$ cat src/rtl/sigdel_decim.sv
// Second-order CIC (sinc2) decimator: 1-bit sigma-delta bitstream in, 8-bit
// saturated samples out, one result per R = 2^LOG2R enabled input samples.
module sigdel_decim #(
    parameter int LOG2R = 4,
    parameter int W     = 2 * LOG2R + 1
) (
    input  logic       clk,
    input  logic       rst_n,
    input  logic       bit_in,
    input  logic       bit_en,
    output logic [7:0] data_out,
    output logic       data_valid
);

    // Flow control: bit_en qualifies bit_in on each rising edge (no backpressure);
    // data_valid is a one-clock strobe and data_out holds its value between strobes.

    localparam int SH = 2 * LOG2R - 8;

    typedef enum logic [1:0] {
        PRIME0 = 2'd0,
        PRIME1 = 2'd1,
        RUN    = 2'd2
    } state_t;

    logic [W-1:0]     i1, i2, d1, d2;
    logic [W-1:0]     c1, c2, y;
    logic [7:0]       y_sat;
    logic [LOG2R-1:0] cnt;
    logic             stb;
    logic             load_out;
    state_t           state_q, state_d;

    // Comb differences rely on modulo-2^W wrap, so the integrators may overflow freely.
    always_comb begin
        c1    = i2 - d1;
        c2    = c1 - d2;
        y     = c2 >> SH;
        y_sat = (|y[W-1:8]) ? 8'hFF : y[7:0];
    end

    always_ff @(posedge clk or negedge rst_n) begin
        if (!rst_n) begin
            i1  <= '0;
            i2  <= '0;
            cnt <= '0;
            stb <= 1'b0;
        end else begin
            stb <= bit_en && (&cnt);
            if (bit_en) begin
                i1  <= i1 + {{(W-1){1'b0}}, bit_in};
                i2  <= i2 + i1;
                cnt <= cnt + 1'b1;
            end
        end
    end

    always_ff @(posedge clk or negedge rst_n) begin
        if (!rst_n) begin
            d1 <= '0;
            d2 <= '0;
        end else if (stb) begin
            d1 <= i2;
            d2 <= c1;
        end
    end

    always_ff @(posedge clk or negedge rst_n) begin
        if (!rst_n) begin
            state_q <= PRIME0;
        end else begin
            state_q <= state_d;
        end
    end

    // The first two decimated results still carry the start-up transient.
    always_comb begin
        state_d  = state_q;
        load_out = 1'b0;
        if (stb) begin
            case (state_q)
                PRIME0:  state_d = PRIME1;
                PRIME1:  state_d = RUN;
                RUN:     load_out = 1'b1;
                default: state_d = PRIME0;
            endcase
        end
    end

    always_ff @(posedge clk or negedge rst_n) begin
        if (!rst_n) begin
            data_out   <= 8'd0;
            data_valid <= 1'b0;
        end else begin
            data_valid <= load_out;
            if (load_out) begin
                data_out <= y_sat;
            end
        end
    end

endmodule
$ cat config.mk
export PLATFORM = sky130hd
export DESIGN_NAME = sigdel_decim
export DESIGN_NICKNAME = d
export VERILOG_FILES = /design/src/rtl/sigdel_decim.sv
export SDC_FILE = /design/constraint.sdc
export NUM_CORES = 1
export LEC_CHECK = 0
export CAP_MARGIN = 20
export CORE_MARGIN = 2
export CORE_UTILIZATION = 30
export DETAILED_ROUTE_END_ITERATION = 16
export GPL_ROUTABILITY_DRIVEN = 1
export PLACE_DENSITY = 0.56
export REMOVE_ABC_BUFFERS = 1
export SYNTH_ARGS = -nofsm -noshare
export SYNTH_HDL_FRONTEND = slang
export SYNTH_SLANG_ARGS = --single-unit
$ cat constraint.sdc
create_clock -name clk -period 8.9 [get_ports clk]
set_clock_uncertainty 0.2 [all_clocks]
set_input_delay 1.78 -clock clk [delete_from_list [all_inputs] [get_ports clk]]
set_output_delay 1.78 -clock clk [all_outputs]
set_load 0.1 [all_outputs]
======== Word-level counts from Yosys, hierarchy flattened ========
Index checks and enable logic that the tools add are counted.
operators by class
  muxes and demuxes ....................... 4
  bitwise operators ....................... 1
  $add $sub $neg .......................... 5
  reduce and logical (&&, ||, !) cells .... 4
  equality and inequality tests ........... 2
operator list
  operator               count
  $sub A9 B9 Y9          2
  $add A9 B1 Y9          1
  $add A9 B9 Y9          1
  $mux W8                1
  $pmux W2 S3            1
  $add A4 B1 Y4 const B  1
  $reduce_and A4 Y1      1
  $eq A2 B1 Y1 const B   1
  $eq A2 B2 Y1 const B   1
  $logic_not A2 Y1       1
  $mux W1                2
  $reduce_and A2 Y1      1
  $logic_and A1 B1 Y1    1
  $not A1 Y1             1
storage, ports and cells
  output and inout bits ................... 9
  logic and storage cells ................. 25
  register bits after elaboration ......... 52

======== Depth between registers and ports, before layout ========
Gate-level depths: netlist (run 1).
  depth after elaboration ................. 3
  mapped depth ............................ 14
  mapped depth without buffers ............ 14

======== Worst setup path after synthesis (run 1) ========
Ideal clock, no wire load.
  path type ............................... register -> register
  start ................................... register i2[0]
  end ..................................... register data_out[2]
  setup time .............................. 141 ps
  path buffers ............................ 0
  cell stages (with the launch flop) ...... 13
  slack ................................... 5839 ps
  data required time ...................... 8559 ps
  data arrival time ....................... 2720 ps
  cells stage by stage .................... dfrtp_1 inv_1 ha_1 fa_1 inv_1 fa_1 a21o_1 a21oi_1 o21bai_1 a21oi_1 o21ai_1 xor2_2 a31oi_1
between the ends
  word-level cells in the longest chain between the ends .. 3
RTL lines
  item                    RTL line  source
  start, declared         26        logic [W-1:0] i1, i2, d1, d2;
  start signal, assigned  52        i2 <= i2 + i1;
  $sub A9 B9 Y9           36        c1 = i2 - d1;
  net c1[1]               27        logic [W-1:0] c1, c2, y;
  $sub A9 B9 Y9           37        c2 = c1 - d2;
  $mux W8                 39        y_sat = (|y[W-1:8]) ? 8'hFF : y[7:0];
  end signal, assigned    97        data_out <= y_sat;
  end, declared           11        output logic [7:0] data_out,
The timed path passes the listed nets, and every way through them passes these cells.
A chain may end at the register's enable or synchronous reset.

======== Worst setup path in the final report (run 1) ========
  start ................................... register data_out[0]
  end ..................................... output data_out[0]
No word-level cell between the ends.

==> results of run 1 <==
==> cell usage after synthesis, drive strengths merged (4+ instances only) <==
| master | number | area, µm² |
|---|---|---|
| a21oi | 14 | 73.8 |
| a31oi | 8 | 50.1 |
| clkbuf | 6 | 22.5 |
| dfrtp | 52 | 1300 |
| ha | 27 | 338 |
| inv | 29 | 109 |
| mux2 | 13 | 146 |
| nand2 | 25 | 93.8 |
| nand3 | 5 | 25.0 |
| nor2 | 18 | 67.6 |
| nor2b | 4 | 25.0 |
| o21ai | 24 | 120 |
| xnor2 | 21 | 184 |
| xor2 | 10 | 95.1 |
==> per-layer routing <==
metal,vias up,GRT usage,wire length [µm]
li1,1003,-,-
met1,891,0.129,2330
met2,20,0.163,2030
met3,4,0.0242,136
met4,0,0.0273,50
met5,-,0,0
==> through the flow <==
stage          utilization  instance area (µm²)
2_1_floorplan            -                 2930
3_3_place_gp         0.333                 3220
3_5_place_dp         0.333                 3220
4_1_cts              0.342                 3310
5_1_grt              0.342                 3310
6_report             0.342                 3310
==> worst paths after layout <==
check / to / slack [ps] / from / depth (start not counted)
max in group asynchronous: d1[3]$_DFFE_PN0P_ / 6660 / rst_n / 2
worst max-delay path: data_out[0] / 5140 / data_out[0]$_DFFE_PN0P_ / 1
worst max register to register: data_out[7]$_DFFE_PN0P_ / 5500 / i2[0]$_DFFE_PN0P_ / 12
worst min register to register: cnt[3]$_DFFE_PN0P_ / 270 / cnt[3]$_DFFE_PN0P_ / 1
min in group asynchronous: data_out[0]$_DFFE_PN0P_ / 1370 / rst_n / 2
worst min-delay path: cnt[3]$_DFFE_PN0P_ / 270 / cnt[3]$_DFFE_PN0P_ / 1
==> cell families after synthesis <==
logic type      count (synthesis)
compound gates                 58
simple gates                   65
fa+ha+maj                      30
mux                            16
buf+inv                        37
flops                          52
xor+xnor                       32
==> cell type report <==
| class | count | area [µm²] |
|---|---|---|
| fillers | 992 | 6370 |
| multi-input cells | 201 | 1520 |
| flip-flops and latches | 52 | 1300 |
| well taps | 133 | 166 |
| repair buffers | 14 | 130 |
| inverters | 29 | 109 |
| clock buffers | 5 | 68.8 |
| clock inverters | 3 | 18.8 |
==> state kept, by name (all words and copies together), names as in the netlist <==
name and flops:
cnt 4, d1 9, d2 9, data_out 8, data_valid 1, i1 9, i2 9, state_q 2
stb 1
==> results_dict.tcl, run 1 <==
set metrics [dict create \
    start_util 0.305 \
    crit_path_top_delay_cell "clkdlybuf4s50_1" \
    diodes 0 \
    first_iter_violations 34 \
    portBuffers 12 \
    finalSetupViolations 0 \
    syn_avg_cell_area_um2 10.2 \
    fp.dieH_um 103 \
    core-area_um2 9680 \
    hold_buffers 0 \
    drc 0 \
    clock-root-buffer "clkbuf_8" \
    max_stage_delay_ps 1130 \
    drive_gt1_frac 0.102 \
    clk_pin_slew_ps 100 \
    antenna_found_initial 0 \
    hold_class "reg -> reg" \
    synth_simple_gate_area_frac 0.0982 \
    dr.pass1.iters 4 \
    cap_violations 0 \
    clock_latency_ps 300 \
    dp_hpwl_um 3350 \
    via_per_inst 4.39 \
    synthMuxAreaShare 0.0597 \
    yosysSeqAreaShare 0.440 \
    cts_tree "yes" \
    die_w_um 103 \
    ys_async_sr_fraction 1.00 \
    worstSetupEndpointType "output port" \
    ant_nets 0 \
    cts_setup_buffers 0 \
    rows 36 \
    worstPathArrival_ps 1780 \
    final.period_utilization 0.423 \
    setup_tns_ps 0 \
    grt_setup_unrepaired "false" \
    synth_top_family_by_area "adder cells" \
    holdWs_ps 272 \
    tightest_slew_ps 960 \
    hold_violations 0 \
    fin_nets 337 \
    cp_cell_sequence "clkdlybuf4s50_1" \
    layout_setup_ws_ps 5140 \
    grt_overflow 0 \
    ios 13 \
    maxSlewHeadroom 0.358 \
    placed_cells 429 \
    cts.htree.levels 2 \
    clock_sinks 52 \
    cp.required_ps 6920 \
    status "completed" \
    ys.flop_type "dfrtp_1" \
    finalNonFillerCells 437 \
    wire_per_inst_um 10.4 \
    clk_path_buf_depth 2 \
    grt_pass1_vias 1850 \
    ys_seq_elements 52 \
    cts.repair.resized 0 \
    synthXorXnorAreaFrac 0.102 \
    synthDistinctLibCells 37 \
    vias 1918 \
    wl_um 4540 \
    grt_max_degree 53 \
    layout_commonest_cell "dfrtp_1" \
    synthCells 290 \
    cp_top_family "buffers and inverters" \
    final_cell_mix "dfrtp_1, inv_1, ha_1" \
    cp-start-kind "flip-flop" \
    yosys.area_share.adder 0.135 \
    synth-compound-area-share 0.118 \
    cp_max_fo 2 \
    ys_warn_count 0 \
    grt_use_total 0.0984 \
    path_class "reg -> out" \
    grt_pass1_wl_um 8280 \
    gp_congestion 0.689 \
    die_area_um2 10700 \
    synth-edff-count 0 \
    period_minus_slack_ps 3760 \
    cts_buffers 5 \
    netlist_area_um2 2960 \
    dp_slack_ps 5050 \
    area_growth_syn_to_layout_pct 12.0 \
    fmax_mhz 266 \
    slew_viol_final 0 \
    critPathBufInv 1 \
]
Power of run 1 is left out: the tool's default activity adds up to more than one toggle a clock period on the data nets, which glitch-free logic cannot reach.
==> run 2: changes to the inputs <==
Clock period 8.9 ns to 3.8 ns, I/O delays scaled along.
==> run 2 against run 1 <==
Register-to-register slack worse by 5000 ps. Sequential share of layout area shrank 0.089 points. Utilization rose by 0.078 points. Die area stayed put.
==> results_dict.tcl, run 2 (synthesis gave the netlist of run 1 again) <==
set metrics [dict create \
    status "completed" \
    period_minus_slack_ps 3310 \
    crit_path_top_delay_cell "fa_1" \
    cap_violations 0 \
    grt_pass1_vias 1917 \
    ant_nets 0 \
    cts_setup_buffers 0 \
    hold_violations 0 \
    hold_class "in -> async" \
    r2r_cells 12 \
    grt_max_degree 30 \
    die_area_um2 10700 \
    maxSlewHeadroom 0.355 \
    worstPathArrival_ps 3260 \
    clk_pin_slew_ps 100 \
    gp_congestion 0.753 \
    seq_area_um2 1300 \
    cp-start-kind "flip-flop" \
    fmax_mhz 303 \
    clock-root-buffer "clkbuf_8" \
    cts_buffers 5 \
    drive_gt1_frac 0.105 \
    final_cell_mix "dfrtp_1, inv_1, ha_1" \
    cts.htree.levels 2 \
    area_growth_syn_to_layout_pct 12.2 \
    fillCellCount 993 \
    wl_um 4680 \
    final.period_utilization 0.870 \
    cts.repair.resized 0 \
    ios 13 \
    first_iter_violations 42 \
    rows 36 \
    grt_setup_unrepaired "false" \
    die_w_um 103 \
    cp.required_ps 3760 \
    fp.dieH_um 103 \
    vias 1920 \
    setup_tns_ps 0 \
    cp_cell_sequence "inv_1, ha_1, fa_1, inv_1, fa_1, a21o_1, a21oi_1, o21bai_1, a21oi_1, o21ai_1, xor2_2, a31oi_1" \
    slew_viol_final 0 \
    diodes 0 \
    cts_tree "yes" \
    clock_latency_ps 300 \
    clock_sinks 52 \
    fin_nets 338 \
    grt_pass1_wl_um 8540 \
    start_util 0.305 \
    dp_hpwl_um 3600 \
    portBuffers 12 \
    worstSetupEndpointType "flip-flop" \
    tightest_slew_ps 964 \
    max_stage_delay_ps 500 \
    core-area_um2 9680 \
    finalSetupViolations 0 \
    wire_per_inst_um 10.7 \
    grt_overflow 0 \
    layout_commonest_cell "dfrtp_1" \
    hold_buffers 0 \
    clk_path_buf_depth 2 \
    path_class "reg -> reg" \
    drc 0 \
    multi_input_area_um2 1520 \
    via_per_inst 4.38 \
    cp_max_fo 8 \
    grt_use_total 0.101 \
    dr.pass1.iters 4 \
    antenna_found_initial 0 \
]
[run 2: final timing paths]
check	slack (ps)	start	end
worst max-delay path	490	i2[0]$_DFFE_PN0P_	data_out[5]$_DFFE_PN0P_
worst min-delay path	270	rst_n	data_out[1]$_DFFE_PN0P_
worst max register to register	490	i2[0]$_DFFE_PN0P_	data_out[5]$_DFFE_PN0P_
worst min register to register	290	state_q[1]$_DFFE_PN0P_	state_q[1]$_DFFE_PN0P_
max in group asynchronous	2350	rst_n	d1[0]$_DFFE_PN0P_
min in group clk	290	state_q[1]$_DFFE_PN0P_	state_q[1]$_DFFE_PN0P_
[run 2: per-layer routing]
layer / up-vias / GRT usage / part of all wire
li1: 1005 / - / -
met1: 893 / 0.138 / 0.53
met2: 17 / 0.163 / 0.44
met3: 5 / 0.0222 / 0.023
met4: 0 / 0.0304 / 0.011
met5: - / 0 / 0
[run 2: worst max-delay path: cells and delay by family (launching register included)]
family	cells	cell delay, ps
fa+ha+maj	3	1150
buf+inv	2	150
flops	1	380
compound gates	6	940
xor+xnor	1	340
[run 2: area by class of cell]
class                           count  area share
Inverter                           29      0.0328
Sequential cell                    52       0.392
Clock inverter                      3     0.00566
Multi-Input combinational cell    201       0.457
Clock buffer                        5      0.0207
Timing Repair Buffer               15      0.0415
Tap cell                          133      0.0502
[run 2: per-stage QoR]
step	hold WS, ps	std cells	setup WS [ps]	utilization	instance area (µm²)
after global placement	261	430	536	0.334	3230
after floorplan	246	282	732	-	2930
after detailed placement	280	430	479	0.334	3230
final	267	438	495	0.343	3320
after global routing	310	438	202	0.343	3320
after CTS	291	438	458	0.343	3320
Power of run 2 is left out for the same reason.
==> run 3: changes to the inputs <==
Settings changed: CAP_MARGIN 20 to unset, SLEW_MARGIN set to 20.
==> results of run 3 <==
No change in the layout: final DEF, timing and power equal those of run 2.
Power of run 3 is left out for the same reason.
